===== config.mk =====
export PLATFORM = sky130hd
export DESIGN_NAME = writeback_ctrl_flat
export DESIGN_NICKNAME = d
export VERILOG_FILES = /design/src/rtl/writeback_ctrl_pkg.sv /design/src/rtl/writeback_ctrl_if.sv /design/src/rtl/wb_cycle_counter.sv /design/src/rtl/writeback_ctrl.sv /design/src/flat_wrapper.sv
export SDC_FILE = /design/constraint.sdc
export NUM_CORES = 1
export LEC_CHECK = 0
export CAP_MARGIN = 20
export CORE_MARGIN = 2
export CORE_UTILIZATION = 35
export DETAILED_ROUTE_END_ITERATION = 10
export PLACE_DENSITY = 0.68
export SLEW_MARGIN = 20
export SYNTH_ARGS = -nofsm -noshare
export SYNTH_HDL_FRONTEND = slang
export SYNTH_SLANG_ARGS = --single-unit
export TNS_END_PERCENT = 50

===== constraint.sdc =====
create_clock -name clk -period 6 [get_ports clk]
set_input_delay 1.5 -clock clk [delete_from_list [all_inputs] [get_ports clk]]
set_output_delay 1.5 -clock clk [all_outputs]
set_load 0.02 [all_outputs]

===== src/rtl/writeback_ctrl_pkg.sv =====
// Shared types, select encodings and the kind-to-select mapping for the write-back sequencer.
package wb_pkg;

  typedef enum logic [2:0] {
    KIND_ALU       = 3'd0,
    KIND_LOAD      = 3'd1,
    KIND_LUI       = 3'd2,
    KIND_SLT_FALSE = 3'd3,
    KIND_SLT_TRUE  = 3'd4,
    KIND_SHIFT     = 3'd5,
    KIND_RSVD6     = 3'd6,
    KIND_RSVD7     = 3'd7
  } wb_kind_t;

  typedef enum logic [2:0] {
    ST_IDLE    = 3'd0,
    ST_MEMWAIT = 3'd1,
    ST_SHIFT   = 3'd2,
    ST_WRITE   = 3'd3,
    ST_ERR     = 3'd4
  } wb_state_t;

  localparam logic [2:0] SEL_ALU   = 3'b000;
  localparam logic [2:0] SEL_MDR   = 3'b001;
  localparam logic [2:0] SEL_LUI   = 3'b010;
  localparam logic [2:0] SEL_ZERO  = 3'b011;
  localparam logic [2:0] SEL_ONE   = 3'b100;
  localparam logic [2:0] SEL_SHIFT = 3'b101;

  // Reserved kinds 6 and 7 fall through to the ALU source.
  function automatic logic [2:0] kind_to_sel(input wb_kind_t kind);
    case (kind)
      KIND_LOAD:      return SEL_MDR;
      KIND_LUI:       return SEL_LUI;
      KIND_SLT_FALSE: return SEL_ZERO;
      KIND_SLT_TRUE:  return SEL_ONE;
      KIND_SHIFT:     return SEL_SHIFT;
      default:        return SEL_ALU;
    endcase
  endfunction

endpackage


===== src/rtl/writeback_ctrl_if.sv =====
// Bundle between the main control FSM / shift unit and the write-back sequencer.
interface writeback_ctrl_if;
  import wb_pkg::*;

  // Handshake: WbReq is taken only at an edge where the sequencer is idle
  // (WbBusy low); there is no ready, a request while busy is dropped, and
  // completion is reported by a single-cycle WbDone (with WbError on timeout).
  logic       WbReq;
  logic [2:0] WbKind;
  logic [4:0] WbDest;
  logic       ShiftDone;
  logic       WbBusy;
  logic       WbDone;
  logic       WbError;
  logic       ShiftStart;
  logic       MDRLoad;
  logic [2:0] MemtoReg;
  logic       RegWrite;
  logic [4:0] WriteReg;
  wb_state_t  dbg_state;

  modport master (
    output WbReq, WbKind, WbDest, ShiftDone,
    input  WbBusy, WbDone, WbError, ShiftStart, MDRLoad,
    input  MemtoReg, RegWrite, WriteReg, dbg_state
  );

  modport slave (
    input  WbReq, WbKind, WbDest, ShiftDone,
    output WbBusy, WbDone, WbError, ShiftStart, MDRLoad,
    output MemtoReg, RegWrite, WriteReg, dbg_state
  );

endinterface


===== src/rtl/wb_cycle_counter.sv =====
// Loadable saturating down-counter with current and next-cycle zero flags.
module wb_cycle_counter #(
  parameter int unsigned W = 4
) (
  input  logic         clk,
  input  logic         reset,
  input  logic         load_i,
  input  logic [W-1:0] load_val_i,
  input  logic         dec_i,
  output logic         zero_o,
  output logic         zero_next_o
);

  logic [W-1:0] count_q, count_d;

  always_comb begin
    count_d = count_q;
    if (load_i) begin
      count_d = load_val_i;
    end else if (dec_i && (count_q != '0)) begin
      count_d = count_q - W'(1);
    end
  end

  always_ff @(posedge clk) begin
    if (reset) begin
      count_q <= '0;
    end else begin
      count_q <= count_d;
    end
  end

  assign zero_o      = (count_q == '0);
  assign zero_next_o = (count_d == '0);

endmodule


===== src/rtl/writeback_ctrl.sv =====
// Register-file write-back sequencer: waits for memory or the shift unit, then writes for one cycle.
// Optional macro WB_ZERO_GUARD_EN suppresses RegWrite when the destination is register 0.
module writeback_ctrl
  import wb_pkg::*;
#(
  parameter int unsigned MEM_WAIT      = 1,
  parameter int unsigned SHIFT_TIMEOUT = 32
) (
  input  logic             clk,
  input  logic             reset,
  writeback_ctrl_if.slave  wb
);

  // Shared counter must hold both reload values.
  localparam int unsigned CNT_W_SHIFT = $clog2(SHIFT_TIMEOUT);
  localparam int unsigned CNT_W_MEM   = $clog2(MEM_WAIT);
  localparam int unsigned CNT_W       = (CNT_W_SHIFT > CNT_W_MEM) ? CNT_W_SHIFT : CNT_W_MEM;
  localparam logic [CNT_W-1:0] MEM_LOAD   = CNT_W'(MEM_WAIT - 1);
  localparam logic [CNT_W-1:0] SHIFT_LOAD = CNT_W'(SHIFT_TIMEOUT - 1);

  wb_state_t        state_q, state_d;
  wb_kind_t         kind_q, kind_d;
  logic [4:0]       dest_q, dest_d;
  logic             cnt_load, cnt_dec, cnt_zero, cnt_zero_next;
  logic [CNT_W-1:0] cnt_load_val;

  logic       busy_q, busy_d, done_q, done_d, error_q, error_d;
  logic       sstart_q, sstart_d, mdr_q, mdr_d, regwrite_q, regwrite_d;
  logic [2:0] sel_q, sel_d;
  logic [4:0] wreg_q, wreg_d;
  logic       in_write;

  wb_cycle_counter #(.W(CNT_W)) u_cnt (
    .clk         (clk),
    .reset       (reset),
    .load_i      (cnt_load),
    .load_val_i  (cnt_load_val),
    .dec_i       (cnt_dec),
    .zero_o      (cnt_zero),
    .zero_next_o (cnt_zero_next)
  );

  always_comb begin
    state_d      = state_q;
    kind_d       = kind_q;
    dest_d       = dest_q;
    cnt_load     = 1'b0;
    cnt_load_val = '0;
    cnt_dec      = 1'b0;
    case (state_q)
      ST_IDLE: begin
        if (wb.WbReq) begin
          kind_d = wb_kind_t'(wb.WbKind);
          dest_d = wb.WbDest;
          case (kind_d)
            KIND_LOAD: begin
              state_d      = ST_MEMWAIT;
              cnt_load     = 1'b1;
              cnt_load_val = MEM_LOAD;
            end
            KIND_SHIFT: begin
              state_d      = ST_SHIFT;
              cnt_load     = 1'b1;
              cnt_load_val = SHIFT_LOAD;
            end
            default: state_d = ST_WRITE;
          endcase
        end
      end
      ST_MEMWAIT: begin
        if (cnt_zero) state_d = ST_WRITE;
        else          cnt_dec = 1'b1;
      end
      ST_SHIFT: begin
        // The start cycle ignores ShiftDone; the shift unit cannot have finished yet.
        if (sstart_q)          cnt_dec = 1'b1;
        else if (wb.ShiftDone) state_d = ST_WRITE;
        else if (cnt_zero)     state_d = ST_ERR;
        else                   cnt_dec = 1'b1;
      end
      ST_WRITE: state_d = ST_IDLE;
      ST_ERR:   state_d = ST_IDLE;
      default:  state_d = ST_IDLE;
    endcase
  end

  // Outputs are decoded from the next state so they appear registered in the cycle they describe.
  always_comb begin
    in_write   = (state_d == ST_WRITE);
    busy_d     = (state_d != ST_IDLE);
    done_d     = in_write || (state_d == ST_ERR);
    error_d    = (state_d == ST_ERR);
    sstart_d   = (state_d == ST_SHIFT) && (state_q == ST_IDLE);
    mdr_d      = (state_d == ST_MEMWAIT) && cnt_zero_next;
    sel_d      = in_write ? kind_to_sel(kind_d) : SEL_ALU;
    wreg_d     = in_write ? dest_d : 5'd0;
`ifdef WB_ZERO_GUARD_EN
    regwrite_d = in_write && (dest_d != 5'd0);
`else
    regwrite_d = in_write;
`endif
  end

  always_ff @(posedge clk) begin
    if (reset) begin
      state_q    <= ST_IDLE;
      kind_q     <= KIND_ALU;
      dest_q     <= 5'd0;
      busy_q     <= 1'b0;
      done_q     <= 1'b0;
      error_q    <= 1'b0;
      sstart_q   <= 1'b0;
      mdr_q      <= 1'b0;
      regwrite_q <= 1'b0;
      sel_q      <= SEL_ALU;
      wreg_q     <= 5'd0;
    end else begin
      state_q    <= state_d;
      kind_q     <= kind_d;
      dest_q     <= dest_d;
      busy_q     <= busy_d;
      done_q     <= done_d;
      error_q    <= error_d;
      sstart_q   <= sstart_d;
      mdr_q      <= mdr_d;
      regwrite_q <= regwrite_d;
      sel_q      <= sel_d;
      wreg_q     <= wreg_d;
    end
  end

  assign wb.WbBusy     = busy_q;
  assign wb.WbDone     = done_q;
  assign wb.WbError    = error_q;
  assign wb.ShiftStart = sstart_q;
  assign wb.MDRLoad    = mdr_q;
  assign wb.MemtoReg   = sel_q;
  assign wb.RegWrite   = regwrite_q;
  assign wb.WriteReg   = wreg_q;
  assign wb.dbg_state  = state_q;

endmodule

===== src/flat_wrapper.sv =====
// flat-port wrapper written by rule: the top's interface ports become plain ports
module writeback_ctrl_flat import wb_pkg::*;
#(
  parameter int unsigned MEM_WAIT      = 1,
  parameter int unsigned SHIFT_TIMEOUT = 32
)
  (clk, reset, wb_WbReq, wb_WbKind, wb_WbDest, wb_ShiftDone, wb_WbBusy, wb_WbDone, wb_WbError, wb_ShiftStart, wb_MDRLoad, wb_MemtoReg, wb_RegWrite, wb_WriteReg, wb_dbg_state);
  writeback_ctrl_if wb_i ();
  input  logic clk;
  input  logic reset;
  input wire logic [$bits(wb_i.WbReq)-1:0] wb_WbReq;
  input wire logic [$bits(wb_i.WbKind)-1:0] wb_WbKind;
  input wire logic [$bits(wb_i.WbDest)-1:0] wb_WbDest;
  input wire logic [$bits(wb_i.ShiftDone)-1:0] wb_ShiftDone;
  output wire logic [$bits(wb_i.WbBusy)-1:0] wb_WbBusy;
  output wire logic [$bits(wb_i.WbDone)-1:0] wb_WbDone;
  output wire logic [$bits(wb_i.WbError)-1:0] wb_WbError;
  output wire logic [$bits(wb_i.ShiftStart)-1:0] wb_ShiftStart;
  output wire logic [$bits(wb_i.MDRLoad)-1:0] wb_MDRLoad;
  output wire logic [$bits(wb_i.MemtoReg)-1:0] wb_MemtoReg;
  output wire logic [$bits(wb_i.RegWrite)-1:0] wb_RegWrite;
  output wire logic [$bits(wb_i.WriteReg)-1:0] wb_WriteReg;
  output wire logic [$bits(wb_i.dbg_state)-1:0] wb_dbg_state;
  assign wb_i.WbReq = wb_WbReq;
  assign wb_i.WbKind = wb_WbKind;
  assign wb_i.WbDest = wb_WbDest;
  assign wb_i.ShiftDone = wb_ShiftDone;
  assign wb_WbBusy = wb_i.WbBusy;
  assign wb_WbDone = wb_i.WbDone;
  assign wb_WbError = wb_i.WbError;
  assign wb_ShiftStart = wb_i.ShiftStart;
  assign wb_MDRLoad = wb_i.MDRLoad;
  assign wb_MemtoReg = wb_i.MemtoReg;
  assign wb_RegWrite = wb_i.RegWrite;
  assign wb_WriteReg = wb_i.WriteReg;
  assign wb_dbg_state = wb_i.dbg_state;
  writeback_ctrl #(.MEM_WAIT(MEM_WAIT), .SHIFT_TIMEOUT(SHIFT_TIMEOUT)) u_core (.clk(clk), .reset(reset), .wb(wb_i));
endmodule

==> results.py <==
metrics = {
    "sta": {
        "max_slew_margin_pct": 50.75,
        "max_freq_ghz": 0.3254,
        "fin_crit_ns": 3.073,
        "finalClockSkew_ns": 0.02009,
        "fin_setup_tns_ns": 0,
        "slew_viol_final": 0,
        "rsz0062_at_grt": "no",
        "finalSetupViolCount": 0,
        "hold_violations": 0,
        "min_period_over_period_pct": 51.22,
        "worst_pin_slew_ns": 0.7364,
        "fin_ws_ns": 2.927,
    },
    "floorplanning": {
        "core_area_um2": 3363,
        "fp.dieW_um": 63.25,
        "design.portCount": 29,
        "dieArea_um2": 4001,
        "die_y_um": 63.25,
        "rows": 21,
        "start_util_pct": 36.53,
    },
    "hold_path": {
        "hold_class": "flop to flop",
    },
    "pwr": {
        "vdd_drop_max_mv": 0.2085,
        "finalPower_mw": 0.8997,
        "p_leak_nw": 0.6312,
        "p_per_area_nw_per_um2": 548.5,
    },
    "routing": {
        "viasPerCell": 5.028,
        "drt-total-wl_um": 2690,
        "wl_per_cell_um": 12.51,
        "drcViolationCount": 0,
        "ant_nets": 0,
        "drt_iter0_drc": 52,
        "vias": 1081,
        "first_pass_iters": 4,
    },
    "setup_path": {
        "crit_arrival_ns": 1.57,
        "crit_fanout": 10,
        "slowest_stage": "clkdlybuf4s50_1",
        "cp.required_ns": 4.50,
        "crit_buf_inv": 1,
        "slowest_delay_ns": 0.69,
        "cp-end-kind": "primary output",
        "r2r-end": "u_core.wb.MDRLoad",
        "r2r-start": "u_core.u_cnt.count_q[0]",
        "reg2regPathDepth": 8,
        "critPathTopFamily": "buffers and inverters",
        "cp.depth": 1,
        "crit_chain": "clkdlybuf4s50_1",
        "startpoint": "u_core.wb.dbg_state[2]",
        "worstSetupPathType": "flop to primary output",
        "cp-start-kind": "flop",
        "ff2ff_setup_slack_ns": 3.92,
        "endpoint": "wb_dbg_state[2]",
    },
    "clock_tree": {
        "clockBufferDepth": 2,
        "post_cts_buffers": 0,
        "cts_tree": "done",
        "cts_root_buf": "clkbuf_4",
        "cts.htree.levels": 2,
        "cts_inserted_buffers": 5,
        "post_cts_resized": 0,
        "clkTransAtPathRegs_ns": 0.10,
        "cts_hold_buf": 0,
        "clock_sinks": 30,
        "insertion_delay_ns": 0.33,
    },
    "grt": {
        "use_met2_pct": 26.60,
        "use_met1_pct": 15.24,
        "grt_max_degree": 21,
        "grt_pass1_vias": 1024,
        "grt_overflow": 0,
        "antenna_found_initial": 0,
        "grtUsageMet3_pct": 4.464,
        "grt_pass1_wl_um": 4540,
        "top_usage_layer": "met2",
        "grt_usage_pct": 14.79,
    },
    "final_layout": {
        "drive_above_1_share_pct": 11.24,
        "fillers": 349,
        "final_cells": 215,
        "final_cell_mix": "30 x dfxtp_1, 28 x clkdlybuf4s50_1, 17 x nor2_1",
        "layout_commonest_cell": "dfxtp_1",
        "nets": 183,
        "area_delta_synth_final_pct": 33.50,
        "num_antenna_cells": 0,
    },
    "synth": {
        "yosys.cell_types.count": 37,
        "yosysWarnings": 0,
        "avgSynthCellArea_um2": 8.903,
        "yosysTopAreaCellShare_pct": 48.88,
        "synth_nets": 152,
        "yosys.area.top_type": "dfxtp_1",
        "synth-seq-cells": 30,
        "synthCells": 138,
        "synth_area_um2": 1229,
        "synth_area_leaders": "dfxtp_1 49%, nor2_1 5.2%, nand2_1 4.9%, a21oi_1 4.1%, mux2i_1 4.1%",
        "synth_seq_area_share_pct": 48.88,
    },
    "place": {
        "place_inst": 208,
        "io_buffers": 28,
        "pre_cts_ws_ns": 2.698,
        "gp_congestion": 0.8147,
        "hpwl_um": 1923,
    },
    "flow_run": {
        "drv_cap": 0,
    },
    "status": {
        "outcome": "finished clean",
    },
}
==> layer usage <==
layer	routed length (um)	vias up
met5	0	-
met4	31	0
met3	130	4
met2	1408	25
met1	1120	518
li1	-	534
==> synthesized netlist by cell type (all sizes together) <==
master,instances
dfxtp,30
nand2,17
nor2,17
a21oi,13
inv,7
mux2i,5
nand3,5
nor3,5
o21ai,4
a31oi,3
buf,3
nand3b,3
nor2b,3
clkbuf,2
ha,2
or4,2
xnor2,2
and3b,1
and4b,1
clkinv,1
nand2b,1
nor4,1
nor4b,1
o211a,1
o211ai,1
o21a,1
o22a,1
o41ai,1
or3,1
or3b,1
or4b,1
xor2,1
==> report_power, final <==
part / switching [mW] / total (mW) / internal (mW) / leakage (nW)
combinational: 0.237 / 0.440 / 0.202 / 0.342
clock: 0.0672 / 0.164 / 0.0970 / 0.0443
sequential: 0.0418 / 0.296 / 0.254 / 0.245
==> cells by family (layout without fill, tap and decap cells) <==
family                     after synthesis  after routing  share of synthesized area (%)
muxes                                    5              5                          4.073
AOI/OAI and AO/OA                       25             25                          12.83
and+or+nand+nor                         60             60                          25.76
xor gates and xnor gates                 3              3                          2.139
DFF                                     30             30                          48.88
adders and majority gates                2              2                          2.036
buffers and inverters                   13             44                          4.276
==> registers in the layout, indices dropped and copies added (netlist names), 3 cells and up <==
register              cells
u_core.wb.MemtoReg        3
u_core.u_cnt.count_q      5
u_core.kind_q             3
u_core.wb.WriteReg        5
u_core.dest_q             5
u_core.wb.dbg_state       3
==> worst min path at each step <==
stage                                  endpoint  slack, ns              from  cells after the start
after floorplan                u_core.kind_q[0]       0.44  u_core.kind_q[0]                      2
after global placement         u_core.kind_q[0]       0.45  u_core.kind_q[0]                      2
after detailed placement       u_core.kind_q[0]       0.45  u_core.kind_q[0]                      2
after CTS                      u_core.kind_q[0]       0.47  u_core.kind_q[0]                      2
after global routing      u_core.wb.MemtoReg[0]       0.51  u_core.kind_q[0]                      2
final                          u_core.kind_q[0]       0.46  u_core.kind_q[0]                      2
==> stage by stage <==
step | area [um^2] | util (%) | hold slack, ns
CTS | 1640 | 48.77 | 0.4667
global placement | 1559 | 46.35 | 0.4456
finish | 1640 | 48.77 | 0.4645
floorplan | 1229 | - | 0.4366
detailed placement | 1559 | 46.35 | 0.4543
global route | 1640 | 48.77 | 0.5075
==> area by class of cell <==
type                    count  area [um^2]  share of cell area [%]
inverters                   8        31.28                   1.907
repair buffers             29        287.8                   17.54
clock buffers               6        51.30                   3.127
flip-flops and latches     30        600.6                   36.61
multi-input cells          95        581.8                   35.47
well taps                  46        57.56                   3.509
clock inverters             1        30.03                   1.831
No activity file was read; power rests on OpenSTA's default activity.
==> RTL edit, RTL diff (same flow settings) <==
Make the reset (`reset`) asynchronous in 2 clocked blocks.
--- a/src/rtl/wb_cycle_counter.sv
+++ b/src/rtl/wb_cycle_counter.sv
@@ -23,5 +23,5 @@
   end
 
-  always_ff @(posedge clk) begin
+  always_ff @(posedge clk or posedge reset) begin
     if (reset) begin
       count_q <= '0;
--- a/src/rtl/writeback_ctrl.sv
+++ b/src/rtl/writeback_ctrl.sv
@@ -102,5 +102,5 @@
   end
 
-  always_ff @(posedge clk) begin
+  always_ff @(posedge clk or posedge reset) begin
     if (reset) begin
       state_q    <= ST_IDLE;
Check against the original RTL: differs if reset is asserted again (counterexample within 4 cycles, from zero or initial values and one cycle with reset high); with reset held inactive, the same outputs for 10 cycles.
==> RTL edit against the original RTL <==
Final cell count is 9.8% lower. Global-route usage grew 0.28 points. Fmax shrank 6.9%. First-iteration DRC count shrank 21%. Worst setup slack lost 0.23 ns. Design area is 11% higher. Register-to-register slack worse by 0.11 ns. Sequential power is 15% higher. Power grew 8.5%. Synthesized area is 14% higher. Count of clock-buffer cells in the layout rose by 1. Routed wire length is 10% higher. Sequential cell count unchanged. Sequential share of layout area up 4.5 points. Critical path type is now input pin to flop. Largest power group unchanged.
==> RTL edit: results (changes against the original RTL) <==
\begin{tabular}{lr}
\hline
Metric & Value \\
\hline
\multicolumn{2}{l}{\textbf{Worst setup path}} \\
Slack of the worst reg-to-reg path & 3.81 ns (-0.11 ns) \\
Number of cells traversed by the worst register-to-register path & 6 (-2) \\
Highest-delay cell along the critical path & sky130\_fd\_sc\_hd\_\_nor4b\_4 \\
Worst path max stage delay & 0.54 ns (-0.15 ns) \\
Max FO, Critical Path & 11 (+1) \\
Critical path origin & wb\_WbReq \\
End point of the critical path & u\_core.wb.MemtoReg[1]\$\_DFF\_PP0\_ \\
Arr. time, crit path & 3.50 ns (+1.93 ns) \\
\multicolumn{2}{l}{\textbf{Status}} \\
Result of the run & finished, final reports clean \\
\multicolumn{2}{l}{\textbf{Power}} \\
Peak ir drop on the vdd network & 0.215 mV (+3.3\%) \\
Power consumed by the clock network & 197 µW (+20\%) \\
Sum of internal, switching and leakage power & 976 µW (+8.5\%) \\
Gate power share & 44.9\% (-4.0 points) \\
Internal power & 611 µW (+10\%) \\
\multicolumn{2}{l}{\textbf{Synthesis}} \\
Unique cell type count in the Yosys netlist & 39 (+5.4\%) \\
Sequential-to-total area share from yosys stat & 53.7\% (+4.8 points) \\
Synth top cells by count & 30 x sky130\_fd\_sc\_hd\_\_dfrtp\_1, 8 x sky130\_fd\_sc\_hd\_\_mux2\_2, 7 x sky130\_fd\_sc\_hd\_\_nand2\_1, 6 x sky130\_fd\_sc\_hd\_\_and3\_2, 6 x sky130\_fd\_sc\_hd\_\_inv\_1 \\
Dominant cells by area after synthesis & sky130\_fd\_sc\_hd\_\_dfrtp\_1 54\%, sky130\_fd\_sc\_hd\_\_mux2\_2 6.4\%, sky130\_fd\_sc\_hd\_\_and3\_2 3.2\% \\
Multiplexer share of the synthesized area & 6.44\% (+2.4 points) \\
Synth Area in Compound Gates & 9.12\% (-3.7 points) \\
Post-synthesis share of cell area spent on full adders, half adders and majority gates & 1.79\% (-0.25 points) \\
Syn Nets & 126 (-17\%) \\
\multicolumn{2}{l}{\textbf{Placement}} \\
Routability congestion estimate & 0.838 (+2.8\%) \\
Worst slack at placement & 2.37 ns (-0.328 ns) \\
\multicolumn{2}{l}{\textbf{Route}} \\
Via Count & 1,021 (-5.6\%) \\
Final wirelength & 2.96 mm (+10\%) \\
Routed met3 length & 232 µm (+78\%) \\
Wire length on met1 & 1.30 mm (+16\%) \\
\multicolumn{2}{l}{\textbf{Timing}} \\
Fraction of the cycle the final worst path needs & 55.0\% (+3.8 points) \\
Worst slew margin relative to its limit & 42.9\% (-7.8 points) \\
Hold Slack & 0.491 ns (+0.0266 ns) \\
\multicolumn{2}{l}{\textbf{Finish}} \\
Fraction of layout instances using a drive strength above 1 & 20.5\% (+9.3 points) \\
\multicolumn{2}{l}{\textbf{Clock network}} \\
Clock Pin Slew Worst Setup and Hold Paths & 0.06 ns (-0.04 ns) \\
\multicolumn{2}{l}{\textbf{Min path}} \\
End point of the worst hold path & u\_core.dest\_q[2]\$\_DFF\_PP0\_ \\
\hline
\end{tabular}
==> RTL edit: cell types whose count changed in the layout (fill, tap and decap cells not counted), moves of 4 or more <==
cell                       unedited run  this run
sky130_fd_sc_hd__mux2i_1              5         0
sky130_fd_sc_hd__dfxtp_1             30         0
sky130_fd_sc_hd__nor2_1              17         4
sky130_fd_sc_hd__and3_2               0         6
sky130_fd_sc_hd__clkbuf_8             1         5
sky130_fd_sc_hd__clkbuf_4             5         0
sky130_fd_sc_hd__a21oi_1             10         2
sky130_fd_sc_hd__nor4b_1              0         4
sky130_fd_sc_hd__nor3b_1              0         4
sky130_fd_sc_hd__mux2_2               0         8
sky130_fd_sc_hd__nand2_1             16         7
sky130_fd_sc_hd__dfrtp_1              0        30
==> RTL edit: layout make-up <==
type	count	share of cell area [%]
inverter	6	1.23
timing repair buffer	28	15.3
multi-input combinational	74	33.2
clock buffer	7	4.18
clock inverter	1	1.64
sequential	30	41.1
tap	48	3.29
==> RTL edit: critical path, delay by kind of cell <==
family | cells | cell delay, ns
AO/OA/AOI/OAI | 1 | 0.20
buffers and inverters | 1 | 0.49
AND/OR/NAND/NOR | 4 | 1.30
==> RTL edit: stage by stage <==
stage	cell area, µm²	cells	utilization [%]
floorplan	1400	112	-
global placement	1720	186	46.0
detailed placement	1720	186	46.0
CTS	1830	194	48.8
global route	1830	194	48.8
finish	1830	194	48.8
==> RTL edit: logic make-up after synthesis <==
group,count (synthesis)
AO/OA/AOI/OAI,16
XOR/XNOR,1
adder cells (fa/ha/maj),2
buffers and inverters,8
flip-flops,30
multiplexers,8
AND/OR/NAND/NOR,47
==> RTL edit: routing by layer <==
layer	GRT usage (%)	up-vias
li1	-	482
met1	18.7	497
met2	22.6	35
met3	6.00	7
met4	7.65	0
met5	0	-
